===== config.mk =====
export PLATFORM = sky130hd
export DESIGN_NAME = logic_unit
export DESIGN_NICKNAME = d
export VERILOG_FILES = /design/src/rtl/logic_unit_pkg.sv /design/src/rtl/logic_unit_alu.sv /design/src/rtl/logic_unit.sv
export SDC_FILE = /design/constraint.sdc
export NUM_CORES = 1
export LEC_CHECK = 0
export CAP_MARGIN = 30
export CORE_UTILIZATION = 55
export CTS_CLUSTER_SIZE = 30
export DETAILED_ROUTE_END_ITERATION = 6
export PLACE_DENSITY = 0.87
export SYNTH_ARGS = -nofsm -noshare
export SYNTH_HDL_FRONTEND = slang
export SYNTH_HIERARCHICAL = 1
export SYNTH_SLANG_ARGS = --single-unit

===== constraint.sdc =====
create_clock -name clk -period 2.88 [get_ports clk]
set_input_delay 0.432 -clock clk [delete_from_list [all_inputs] [get_ports clk]]
set_output_delay 0.432 -clock clk [all_outputs]
set_load 0.005 [all_outputs]

===== src/rtl/logic_unit_pkg.sv =====
// ============================================================================
//  Module      : logic_unit_pkg
//  Description : Shared types and constants for the logic_unit block:
//                bitwise operation encoding and delivery-counter width.
//  Revision    : 1.0 - initial release
// ============================================================================
`default_nettype none

package logic_unit_pkg;

    // Bitwise operation select; all eight codes are defined
    typedef enum logic [2:0] {
        OP_AND  = 3'd0,
        OP_OR   = 3'd1,
        OP_XOR  = 3'd2,
        OP_NAND = 3'd3,
        OP_NOR  = 3'd4,
        OP_XNOR = 3'd5,
        OP_NOTA = 3'd6,
        OP_NOTB = 3'd7
    } op_e;

    // Width of the delivered-result counter
    localparam int CNT_W = 16;

endpackage : logic_unit_pkg

`default_nettype wire


===== src/rtl/logic_unit_alu.sv =====
// ============================================================================
//  Module      : logic_unit_alu
//  Description : Purely combinational WIDTH-bit bitwise operator. An unknown
//                op code propagates X to the result rather than being masked.
//  Revision    : 1.0 - initial release
// ============================================================================
`default_nettype none

module logic_unit_alu
    import logic_unit_pkg::*;
#(
    parameter int WIDTH = 8
) (
    input  logic [WIDTH-1:0] a_in,
    input  logic [WIDTH-1:0] b_in,
    input  logic [2:0]       op_in,
    output logic [WIDTH-1:0] res_out
);

    // Select the bitwise function; X on the select is propagated, not hidden
    always_comb begin
        res_out = {WIDTH{1'bx}};
        case (op_e'(op_in))
            OP_AND:  res_out =   a_in & b_in;
            OP_OR:   res_out =   a_in | b_in;
            OP_XOR:  res_out =   a_in ^ b_in;
            OP_NAND: res_out = ~(a_in & b_in);
            OP_NOR:  res_out = ~(a_in | b_in);
            OP_XNOR: res_out = ~(a_in ^ b_in);
            OP_NOTA: res_out =  ~a_in;
            OP_NOTB: res_out =  ~b_in;
            default: res_out = {WIDTH{1'bx}};
        endcase
    end

endmodule : logic_unit_alu

`default_nettype wire


===== src/rtl/logic_unit.sv =====
// ============================================================================
//  Module      : logic_unit
//  Description : Bitwise logic unit with valid/ready handshake. One output
//                register plus one skid register; in_ready is registered so
//                there is no combinational path from out_ready. A 16-bit
//                counter tracks delivered results.
//                Optional macro LOGIC_UNIT_REDUCE_EN adds red_out =
//                {^res, |res, &res}, registered alongside res_out.
//  Revision    : 1.0 - initial release
// ============================================================================
`default_nettype none

module logic_unit
    import logic_unit_pkg::*;
#(
    parameter int WIDTH = 8
) (
    input  logic             clk,
    input  logic             rst_n,
    input  logic [WIDTH-1:0] a_in,
    input  logic [WIDTH-1:0] b_in,
    input  logic [2:0]       op_in,
    input  logic             in_valid,
    output logic             in_ready,
    output logic [WIDTH-1:0] res_out,
    output logic             zero_out,
`ifdef LOGIC_UNIT_REDUCE_EN
    output logic [2:0]       red_out,
`endif
    output logic             out_valid,
    input  logic             out_ready,
    output logic [CNT_W-1:0] txn_cnt_out
);

`ifdef LOGIC_UNIT_REDUCE_EN
    localparam int RED_W = 3;
`else
    localparam int RED_W = 0;
`endif

    // Buffered payload: {[red,] zero, res}
    localparam int PW = WIDTH + 1 + RED_W;

    logic [WIDTH-1:0] alu_res;
    logic [PW-1:0]    new_data;
    logic             accept;
    logic             drain;

    logic             out_valid_q,  out_valid_d;
    logic [PW-1:0]    out_data_q,   out_data_d;
    logic             skid_valid_q, skid_valid_d;
    logic [PW-1:0]    skid_data_q,  skid_data_d;
    logic             in_ready_q,   in_ready_d;
    logic [CNT_W-1:0] txn_cnt_q,    txn_cnt_d;

    logic_unit_alu #(
        .WIDTH (WIDTH)
    ) u_alu (
        .a_in    (a_in),
        .b_in    (b_in),
        .op_in   (op_in),
        .res_out (alu_res)
    );

    // Pack the ALU result with its flags ahead of the buffer
`ifdef LOGIC_UNIT_REDUCE_EN
    assign new_data = {^alu_res, |alu_res, &alu_res, (alu_res == '0), alu_res};
`else
    assign new_data = {(alu_res == '0), alu_res};
`endif

    assign accept = in_valid && in_ready_q;
    assign drain  = out_valid_q && out_ready;

    // Output/skid buffer next-state: skid always feeds the output first to keep order
    always_comb begin
        out_valid_d  = out_valid_q;
        out_data_d   = out_data_q;
        skid_valid_d = skid_valid_q;
        skid_data_d  = skid_data_q;
        txn_cnt_d    = drain ? (txn_cnt_q + CNT_W'(1)) : txn_cnt_q;

        if (!out_valid_q || drain) begin
            if (skid_valid_q) begin
                out_valid_d  = 1'b1;
                out_data_d   = skid_data_q;
                skid_valid_d = accept;
                if (accept) begin
                    skid_data_d = new_data;
                end
            end else begin
                out_valid_d = accept;
                if (accept) begin
                    out_data_d = new_data;
                end
            end
        end else if (accept) begin
            skid_valid_d = 1'b1;
            skid_data_d  = new_data;
        end

        // Ready only when the skid slot will be free next cycle
        in_ready_d = !skid_valid_d;
    end

    // State registers, asynchronously cleared so reset discards buffered results
    always_ff @(posedge clk or negedge rst_n) begin
        if (!rst_n) begin
            out_valid_q  <= 1'b0;
            out_data_q   <= '0;
            skid_valid_q <= 1'b0;
            skid_data_q  <= '0;
            in_ready_q   <= 1'b0;
            txn_cnt_q    <= '0;
        end else begin
            out_valid_q  <= out_valid_d;
            out_data_q   <= out_data_d;
            skid_valid_q <= skid_valid_d;
            skid_data_q  <= skid_data_d;
            in_ready_q   <= in_ready_d;
            txn_cnt_q    <= txn_cnt_d;
        end
    end

    assign in_ready    = in_ready_q;
    assign out_valid   = out_valid_q;
    assign res_out     = out_data_q[WIDTH-1:0];
    assign zero_out    = out_data_q[WIDTH];
    assign txn_cnt_out = txn_cnt_q;
`ifdef LOGIC_UNIT_REDUCE_EN
    assign red_out     = out_data_q[PW-1 -: 3];
`endif

endmodule : logic_unit

`default_nettype wire


==> results.cfg, run 1 <==
[floorplanning]
num_rows = 24
start_util_pct = 56.95
die_w_um = 69.15
die-area_um2 = 4782
die_h_um = 69.15
core_region_area_um2 = 4354
io-pin-count = 50

[grt]
grt-ovfl-total = 0
grt_max_degree = 38
antenna_found_initial = 0
grt_pass1_vias = 1952
grt_first_pass_wirelength_um = 8528
track_usage_pct = 22.22

[critical_path]
path_class = in2reg
crit_arrival_ns = 2.67
regToRegEndpoint = out_data_q[8]$_DFFE_PN0P_
worstSetupStartpointType = primary input
cp_max_fo = 3
cp_slowest_stage_delay_ns = 0.51
worstRegToRegCells = 4
cp_cell_sequence = clkdlybuf4s50_1, inv_1, ha_1, nor2b_1, o21ai_0, a21oi_1, a311o_1, nor4_1, nand2_1, o211ai_1, o21a_1
worstSetupEndpointType = register
crit_required_ns = 3.10
cp_slowest_cell = clkdlybuf4s50_1
r2r_slack_ns = 1.04
regToRegStartpoint = skid_valid_q$_DFF_PN0_

[hold_path]
hold_end = txn_cnt_out[15]$_DFFE_PN0P_
whs_path_depth = 1
min_from = txn_cnt_out[15]$_DFFE_PN0P_
hp-class = reg2reg

[drt]
wl_per_cell_um = 14.06
dr.pass1.iters = 4
num_vias = 1923
ant_nets = 0
drt_wl_total_um = 4894
drt_iter0_drc = 138
route.detailed.drc = 0
drt-vias-per-instance = 5.526

[finish]
drive_gt1_share_pct = 13.18
final_cells = 348
design_area_um2 = 3143
nFillCells = 304
nets = 335
area_growth_pct = 26.74
diodes = 0

[placement]
dp_hpwl_um = 3784
place_inst = 340
gp_congestion = 0.7653
placed_area_um2 = 3023
pre_cts_ws_ns = 0.1263
io_buffers = 49

[clock_network]
clkTransAtPathRegs_ns = 0.07
clk_latency_ns = 0.29
cts-root-buf = clkbuf_8
postCtsHoldBufs = 0
cts_tree = built
htree_num_levels = 2
cts_made_buffers = 5
post_cts_buffers = 0
clock-sinks = 37
cts_resized = 0
clockBufferDepth = 2

[sta]
slew_headroom_pct = 53.59
post-route-period-util_pct = 84.79
fmax_mhz = 409.5
finalHoldViolCount = 0
setup_viol = 0
worst_pin_slew_ns = 0.6953
fin_tns_setup_ns = 0
slew_violations = 0
fin_ws_ns = 0.4379
skew_ns = 0.009693
rsz0062_at_grt = no
fin_crit_ns = 2.442

[synthesis]
yosysTopAreaCellShare_pct = 37.34
synth-async-reset-ratio_pct = 100.0
synth_nets = 284
synth_seq_cells = 37
yosysWarningCount = 6
synth_cell_types = 49
synth_edf_count = 0
syn_area_um2 = 2480
avgSynthCellArea_um2 = 10.16
synth_top_cell_by_area = dfrtp_1
syn_inst = 244
ys.flop_type = dfrtp_1
synth_area_leaders = dfrtp_1 (37%), ha_1 (8.6%), mux4_2 (5.4%), mux2i_1 (5.2%), mux2_2 (4.1%)
ys_seq_area_share_pct = 37.34

[outcome]
status = finished, final reports clean

[run]
drv_cap = 0

[power]
p_per_area_nw_per_um2 = 703.0
peakVddDrop_mv = 0.3034
total_leakage_power_nw = 1.409
[layout make-up]
cell class              instances  area (µm²)  area share, %
clock buffers                   6       82.58          2.627
well taps                      52       65.06          2.070
flip-flops and latches         37       925.9          29.46
multi-input cells             175        1401          44.59
clock inverters                 2       37.54          1.194
repair buffers                 56       555.5          17.68
inverters                      20       75.07          2.389
[how the worst max path moves through the flow]
| stage | start | endpoint | slack [ns] | depth (start not counted) |
|---|---|---|---|---|
| 2_1_floorplan | a_in[2] | out_data_q[8]$_DFFE_PN0P_ | 0.87 | 9 |
| 3_3_place_gp | op_in[1] | out_data_q[8]$_DFFE_PN0P_ | 0.18 | 10 |
| 3_5_place_dp | a_in[3] | out_data_q[8]$_DFFE_PN0P_ | 0.13 | 11 |
| 4_1_cts | a_in[3] | out_data_q[8]$_DFFE_PN0P_ | 0.43 | 11 |
| 5_1_grt | op_in[1] | out_data_q[8]$_DFFE_PN0P_ | 0.22 | 10 |
| 6_report | a_in[3] | out_data_q[8]$_DFFE_PN0P_ | 0.44 | 11 |
[routing by layer]
metal	global-route usage [%]	share of wire [%]
met3	5.263	3.7
met1	27.51	44
met4	7.256	0.78
met2	38.08	51
met5	0	0
[registers in the layout, indices dropped and copies added (netlist names)]
| register | count |
|---|---|
| txn_cnt_out | 16 |
| out_data_q | 9 |
| skid_data_q | 9 |
| in_ready | 1 |
| out_valid | 1 |
| skid_valid_q | 1 |
[stage by stage]
step	utilization [%]	hold WS [ns]	total power, mW
6_report	72.18	0.4824	2.210
3_3_place_gp	69.43	0.4640	1.695
4_1_cts	72.18	0.4852	2.226
2_1_floorplan	-	0.1364	1.351
5_1_grt	72.18	0.5045	2.349
3_5_place_dp	69.43	0.4711	1.751
[cell families after synthesis]
kind of cell    synth area share (%)
fa+ha+maj                      8.577
xor+xnor                       5.297
mux                            15.24
compound gates                 11.40
flops                          37.34
simple gates                   15.99
buf+inv                        6.155
[where the power goes]
group / switching (mW) / total (mW) / internal [mW]
Sequential: 0.189 / 0.893 / 0.704
Clock: 0.182 / 0.464 / 0.281
Combinational: 0.348 / 0.853 / 0.504
[critical path, delay by kind of cell]
| kind | cells | cell delay (ns) |
|---|---|---|
| AO/OA/AOI/OAI | 5 | 0.92 |
| buffers and inverters | 2 | 0.57 |
| AND/OR/NAND/NOR | 3 | 0.54 |
| adder cells (fa/ha/maj) | 1 | 0.20 |
[cells in the mapped netlist (all sizes together), types with 3 or more instances]
master / number
and2: 4
a21oi: 18
nand4: 4
nor3: 3
inv: 20
ha: 17
buf: 10
nor2b: 3
mux2i: 13
o22ai: 3
mux2: 10
nor2: 20
o21ai: 9
dfrtp: 37
nor4: 4
xor2: 5
mux4: 6
nand2: 20
nand3: 4
xnor2: 10
[cells in the final DEF, fill, tap and decap left out, drive strengths merged, types with 4 or more instances in the layout]
cell           count
mux2              10
nand4              4
and2               4
o21ai              9
xnor2             10
xor2               5
buf                7
nand3              4
clkbuf             6
mux4               6
nand2             20
nor4               4
dfrtp             37
nor2              20
ha                17
inv               20
a21oi             18
clkdlybuf4s50     49
mux2i             13
(Power assumes the default switching activity.)
==> inputs of run 2 (changes only) <==
--- a/config.mk
+++ b/config.mk
@@ -6,10 +6,10 @@
 export NUM_CORES = 1
 export LEC_CHECK = 0
 export CAP_MARGIN = 30
-export CORE_UTILIZATION = 55
+export CORE_UTILIZATION = 52
 export CTS_CLUSTER_SIZE = 30
 export DETAILED_ROUTE_END_ITERATION = 6
-export PLACE_DENSITY = 0.87
+export PLACE_DENSITY = 0.83
 export SYNTH_ARGS = -nofsm -noshare
 export SYNTH_HDL_FRONTEND = slang
 export SYNTH_HIERARCHICAL = 1
==> constraint.sdc (replaced) <==
create_clock -name clk -period 2.5 [get_ports clk]
set_input_delay 0.375 -clock clk [delete_from_list [all_inputs] [get_ports clk]]
set_output_delay 0.375 -clock clk [all_outputs]
set_load 0.005 [all_outputs]
==> run 2 against run 1 <==
  * The flow now finishes with violations (design-rule violations)
  * Largest power group is now combinational logic
  * Power up 16%
  * Routed wire length down 0.22%
  * Combinational power is 21% higher
  * Critical path type unchanged
  * Via count grew 4.1%
  * Largest cell class unchanged
==> results.cfg, run 2 (synthesis results as in run 1) <==
[sta]
slew_violations = 0
fin_ws_ns = 0.1650
fin_tns_setup_ns = 0
worst_hold_slack_ns = 0.1610
rsz0062_at_grt = no
fmax_mhz = 428.3
skew_ns = 0.002513
fin_crit_ns = 2.335
setup_viol = 0
post-route-period-util_pct = 93.40
finalHoldViolCount = 0
slew_headroom_pct = 48.23
worst_pin_slew_ns = 0.7765

[grt]
antenna_found_initial = 0
grt_first_pass_wirelength_um = 8549
grt_pass1_vias = 1967
grt_max_degree = 38
track_usage_pct = 21.36
grt-ovfl-total = 0

[clock_network]
cts_tree = built
clkTransAtPathRegs_ns = 0.07
clk_latency_ns = 0.28
postCtsHoldBufs = 0
clock-sinks = 37
cts-root-buf = clkbuf_8
cts_made_buffers = 5
clockBufferDepth = 2
htree_num_levels = 2

[critical_path]
regToRegEndpoint = out_data_q[6]$_DFFE_PN0P_
crit_arrival_ns = 2.56
regToRegStartpoint = skid_valid_q$_DFF_PN0_
r2r_slack_ns = 0.89
cp_cell_sequence = clkdlybuf4s50_1, inv_1, ha_1, nor2b_1, o21ai_1, a21oi_1, a311o_1, nor4_2, nand2_1, o211ai_1, o21a_1
cp_slowest_cell = clkdlybuf4s50_1
path_class = in2reg
cp_max_fo = 2
worstRegToRegCells = 5
worstSetupEndpointType = register
crit_required_ns = 2.73
cp_slowest_stage_delay_ns = 0.47
worstSetupStartpointType = primary input

[finish]
largest_register_ffs = 16
nFillCells = 330
nets = 354
seq_area_um2 = 925.9
diodes = 0
design_area_um2 = 3296
area_growth_pct = 32.90
layout_common_cells = clkdlybuf4s50_1 (48), dfrtp_1 (37), buf_4 (24)
drive_gt1_share_pct = 18.73
final_common_cell = clkdlybuf4s50_1
multi_input_area_um2 = 1408

[placement]
dp_hpwl_um = 3779
placed_area_um2 = 3173
io_buffers = 49
pre_cts_ws_ns = -0.1643
gp_congestion = 0.7921

[drt]
drt_iter0_drc = 72
drt-vias-per-instance = 5.455
dr.pass1.iters = 6
ant_nets = 0
drt_wl_total_um = 4883
num_vias = 2002
route.detailed.drc = 7
wl_per_cell_um = 13.31

[power]
switching_power_mw = 0.8137
seqPwrFrac_pct = 39.7
total_leakage_power_nw = 1.507
p_per_area_nw_per_um2 = 780.3
p_comb_share_pct = 39.9
peakVddDrop_mv = 0.3315
p_int_mw = 1.758
switching_share_pct = 31.65
total_power_mw = 2.571
power.share.clock_pct = 20.3

[floorplanning]
num_rows = 24
die_w_um = 71.06
io-pin-count = 50
core_region_area_um2 = 4474
die_h_um = 71.06
die-area_um2 = 5049
start_util_pct = 55.43

[outcome]
violations = design-rule violations
status = finished, violations left

[hold_path]
hp-class = in2async

[run]
drv_cap = 0
-- run 2: cell types whose count changed in the layout (fill, tap and decap cells not counted) --
cell             change
buf_4               +18
buf_12               +1
nor4_1               -1
clkbuf_1             +1
clkdlybuf4s50_1      -1
o21ai_1              +1
nor4_2               +1
buf_2                +1
o21ai_0              -1
clkinvlp_4           -1
-- run 2: what timing repair did --
item,CTS,global route
gates resized for setup,0,2
setup buffers,0,0
endpoints found under the setup margin,0,1
-- run 2: power groups by stage --
stage	registers (mW)	clock network, mW	logic, mW
global placement	1.02	0	0.989
floorplan	0.982	0	0.574
CTS	1.02	0.532	1.03
detailed placement	1.03	0	1.02
global route	1.05	0.555	1.12
finish	1.02	0.523	1.03
-- run 2: through the flow --
stage | instances | utilization (%)
floorplan | 244 | -
global placement | 359 | 70.92
detailed placement | 359 | 70.92
CTS | 367 | 73.52
global route | 367 | 73.66
finish | 367 | 73.66
-- run 2: per-layer routing --
layer	up-vias	track usage, %	wire [µm]
met1	948	26.06	2163
met5	-	0	0
met4	0	6.000	59
met3	6	4.416	149
met2	47	38.25	2509
li1	1001	-	-
-- run 2: cell type report --
class	instances	area share (%)
Clock inverter	1	0.9112
Inverter	20	2.278
Clock buffer	7	2.620
Multi-Input combinational cell	175	42.71
Tap cell	52	1.974
Timing Repair Buffer	75	21.41
Sequential cell	37	28.09
-- run 2: how the worst max path moves through the flow --
stage                                endpoint  cells after the start  slack, ns  startpoint
floorplan           out_data_q[8]$_DFFE_PN0P_                      9       0.55     a_in[2]
global placement    out_data_q[8]$_DFFE_PN0P_                     11      -0.09     a_in[3]
detailed placement  out_data_q[8]$_DFFE_PN0P_                     11      -0.16     a_in[3]
CTS                 out_data_q[8]$_DFFE_PN0P_                     11       0.09     a_in[3]
global route        out_data_q[8]$_DFFE_PN0P_                      9       0.02     b_in[0]
finish              out_data_q[8]$_DFFE_PN0P_                     11       0.17     a_in[3]
-- run 2: worst max-delay path: cells and delay by family --
family,cells,cell delay (ns)
compound gates,5,0.90
fa+ha+maj,1,0.22
buf+inv,2,0.53
simple gates,3,0.52
==> inputs of run 3 (changes only) <==
--- a/config.mk
+++ b/config.mk
@@ -6,10 +6,10 @@
 export NUM_CORES = 1
 export LEC_CHECK = 0
 export CAP_MARGIN = 30
-export CORE_UTILIZATION = 52
+export CORE_UTILIZATION = 40
 export CTS_CLUSTER_SIZE = 30
 export DETAILED_ROUTE_END_ITERATION = 6
-export PLACE_DENSITY = 0.83
+export PLACE_DENSITY = 0.67
 export SYNTH_ARGS = -nofsm -noshare
 export SYNTH_HDL_FRONTEND = slang
 export SYNTH_HIERARCHICAL = 1
==> run 3 against run 2 <==
  * The flow now finishes without violations
  * Final area is 1.7% higher
  * Utilization down 17 points
  * Routed wire length is 0.39% lower
  * Power shrank 4.4%
  * First-iteration DRC count increased by 4.2%
==> results.cfg, run 3 (synthesis results as in run 1) <==
[clock_network]
cts_resized = 0
clk_latency_ns = 0.28
clock-sinks = 37
postCtsHoldBufs = 0
cts_tree = built
post_cts_buffers = 0
clockBufferDepth = 2
htree_num_levels = 2
clkTransAtPathRegs_ns = 0.07
cts_made_buffers = 5
cts-root-buf = clkbuf_8

[placement]
dp_hpwl_um = 3856
io_buffers = 49
pre_cts_ws_ns = -0.1816
gp_congestion = 0.7732
placed_area_um2 = 3257

[drt]
ant_nets = 0
drt_iter0_drc = 75
drt-vias-per-instance = 5.068
route.detailed.drc = 0
drt_wl_total_um = 4864
wl_per_cell_um = 12.19
dr.pass1.iters = 4
num_vias = 2022

[sta]
fmax_mhz = 432.7
finalHoldViolCount = 0
skew_ns = 0.003401
rsz0062_at_grt = no
fin_ws_ns = 0.1891
slew_headroom_pct = 60.25
post-route-period-util_pct = 92.44
worst_pin_slew_ns = 0.5962
fin_crit_ns = 2.311
slew_violations = 0
fin_tns_setup_ns = 0
setup_viol = 0

[finish]
design_area_um2 = 3351
final_common_cell = clkdlybuf4s50_1
largest_register_ffs = 16
nets = 364
diodes = 0
layout_common_cells = clkdlybuf4s50_1 (49), dfrtp_1 (37), buf_4 (36)
post-route-util_pct = 56.26
drive_gt1_share_pct = 20.68
area_growth_pct = 35.12

[critical_path]
r2r_slack_ns = 0.85
crit_required_ns = 2.73
crit_cells = 12
cp_cell_sequence = clkdlybuf4s50_1, inv_1, ha_1, nor3b_1, a41o_1, a311oi_1, a21oi_1, nor4_2, buf_4, nand2_1, o211ai_1, o21a_1
cp_max_fo = 2
worstSetupEndpointType = register
crit_family = compound AO/OA/AOI/OAI gates
worstRegToRegCells = 5
worstSetupStartpointType = primary input
cp_slowest_cell = clkdlybuf4s50_1
critical_path_buf_inv_count = 3
crit_arrival_ns = 2.54
cp_slowest_stage_delay_ns = 0.49
path_class = in2reg

[floorplanning]
io-pin-count = 50
die-area_um2 = 6519
num_rows = 28
start_util_pct = 41.64
core_region_area_um2 = 5956
die_h_um = 80.74
die_w_um = 80.74

[grt]
grt_first_pass_wirelength_um = 8438
track_usage_pct = 16.58
grt-ovfl-total = 0
antenna_found_initial = 0
grt_pass1_vias = 1957
grt_max_degree = 38

[power]
peakVddDrop_mv = 0.4255
p_per_area_nw_per_um2 = 733.8
total_power_mw = 2.459
total_leakage_power_nw = 1.532

[hold_path]
hp-class = reg2reg
whs_path_depth = 1

[outcome]
status = finished, final reports clean

[run]
drv_cap = 0
-- run 3: area by class of cell --
cell class | count | area (µm²)
repair buffers | 85 | 760.7
flip-flops and latches | 37 | 925.9
fillers | 556 | 2605
clock buffers | 7 | 86.33
inverters | 20 | 75.07
well taps | 75 | 93.84
multi-input cells | 175 | 1409
-- run 3: power by group --
part,total (mW),internal [mW],switching [mW]
combinational,1.02,0.627,0.395
sequential,1.02,0.812,0.211
clock,0.415,0.219,0.196
-- run 3: per-stage QoR --
stage / hold slack, ns / cells
floorplan: 0.07941 / 244
global placement: 0.4609 / 392
detailed placement: 0.4683 / 392
CTS: 0.4786 / 399
global route: 0.4923 / 399
finish: 0.4750 / 399
-- run 3: final timing paths --
path / from / endpoint
setup / recovery: a_in[6] / out_data_q[8]$_DFFE_PN0P_
hold / removal: txn_cnt_out[15]$_DFFE_PN0P_ / txn_cnt_out[15]$_DFFE_PN0P_
setup reg to reg: skid_valid_q$_DFF_PN0_ / out_data_q[4]$_DFFE_PN0P_
hold reg to reg: txn_cnt_out[15]$_DFFE_PN0P_ / txn_cnt_out[15]$_DFFE_PN0P_
max in group asynchronous: rst_n / in_ready$_DFF_PN0_
min in group asynchronous: rst_n / txn_cnt_out[15]$_DFFE_PN0P_
-- run 3: metal layers --
metal,track usage [%],part of all wire (%),vias up
li1,-,-,1027
met1,19.82,45,960
met2,29.41,51,31
met3,3.933,3.1,4
met4,5.000,1.4,0
met5,0,0,-
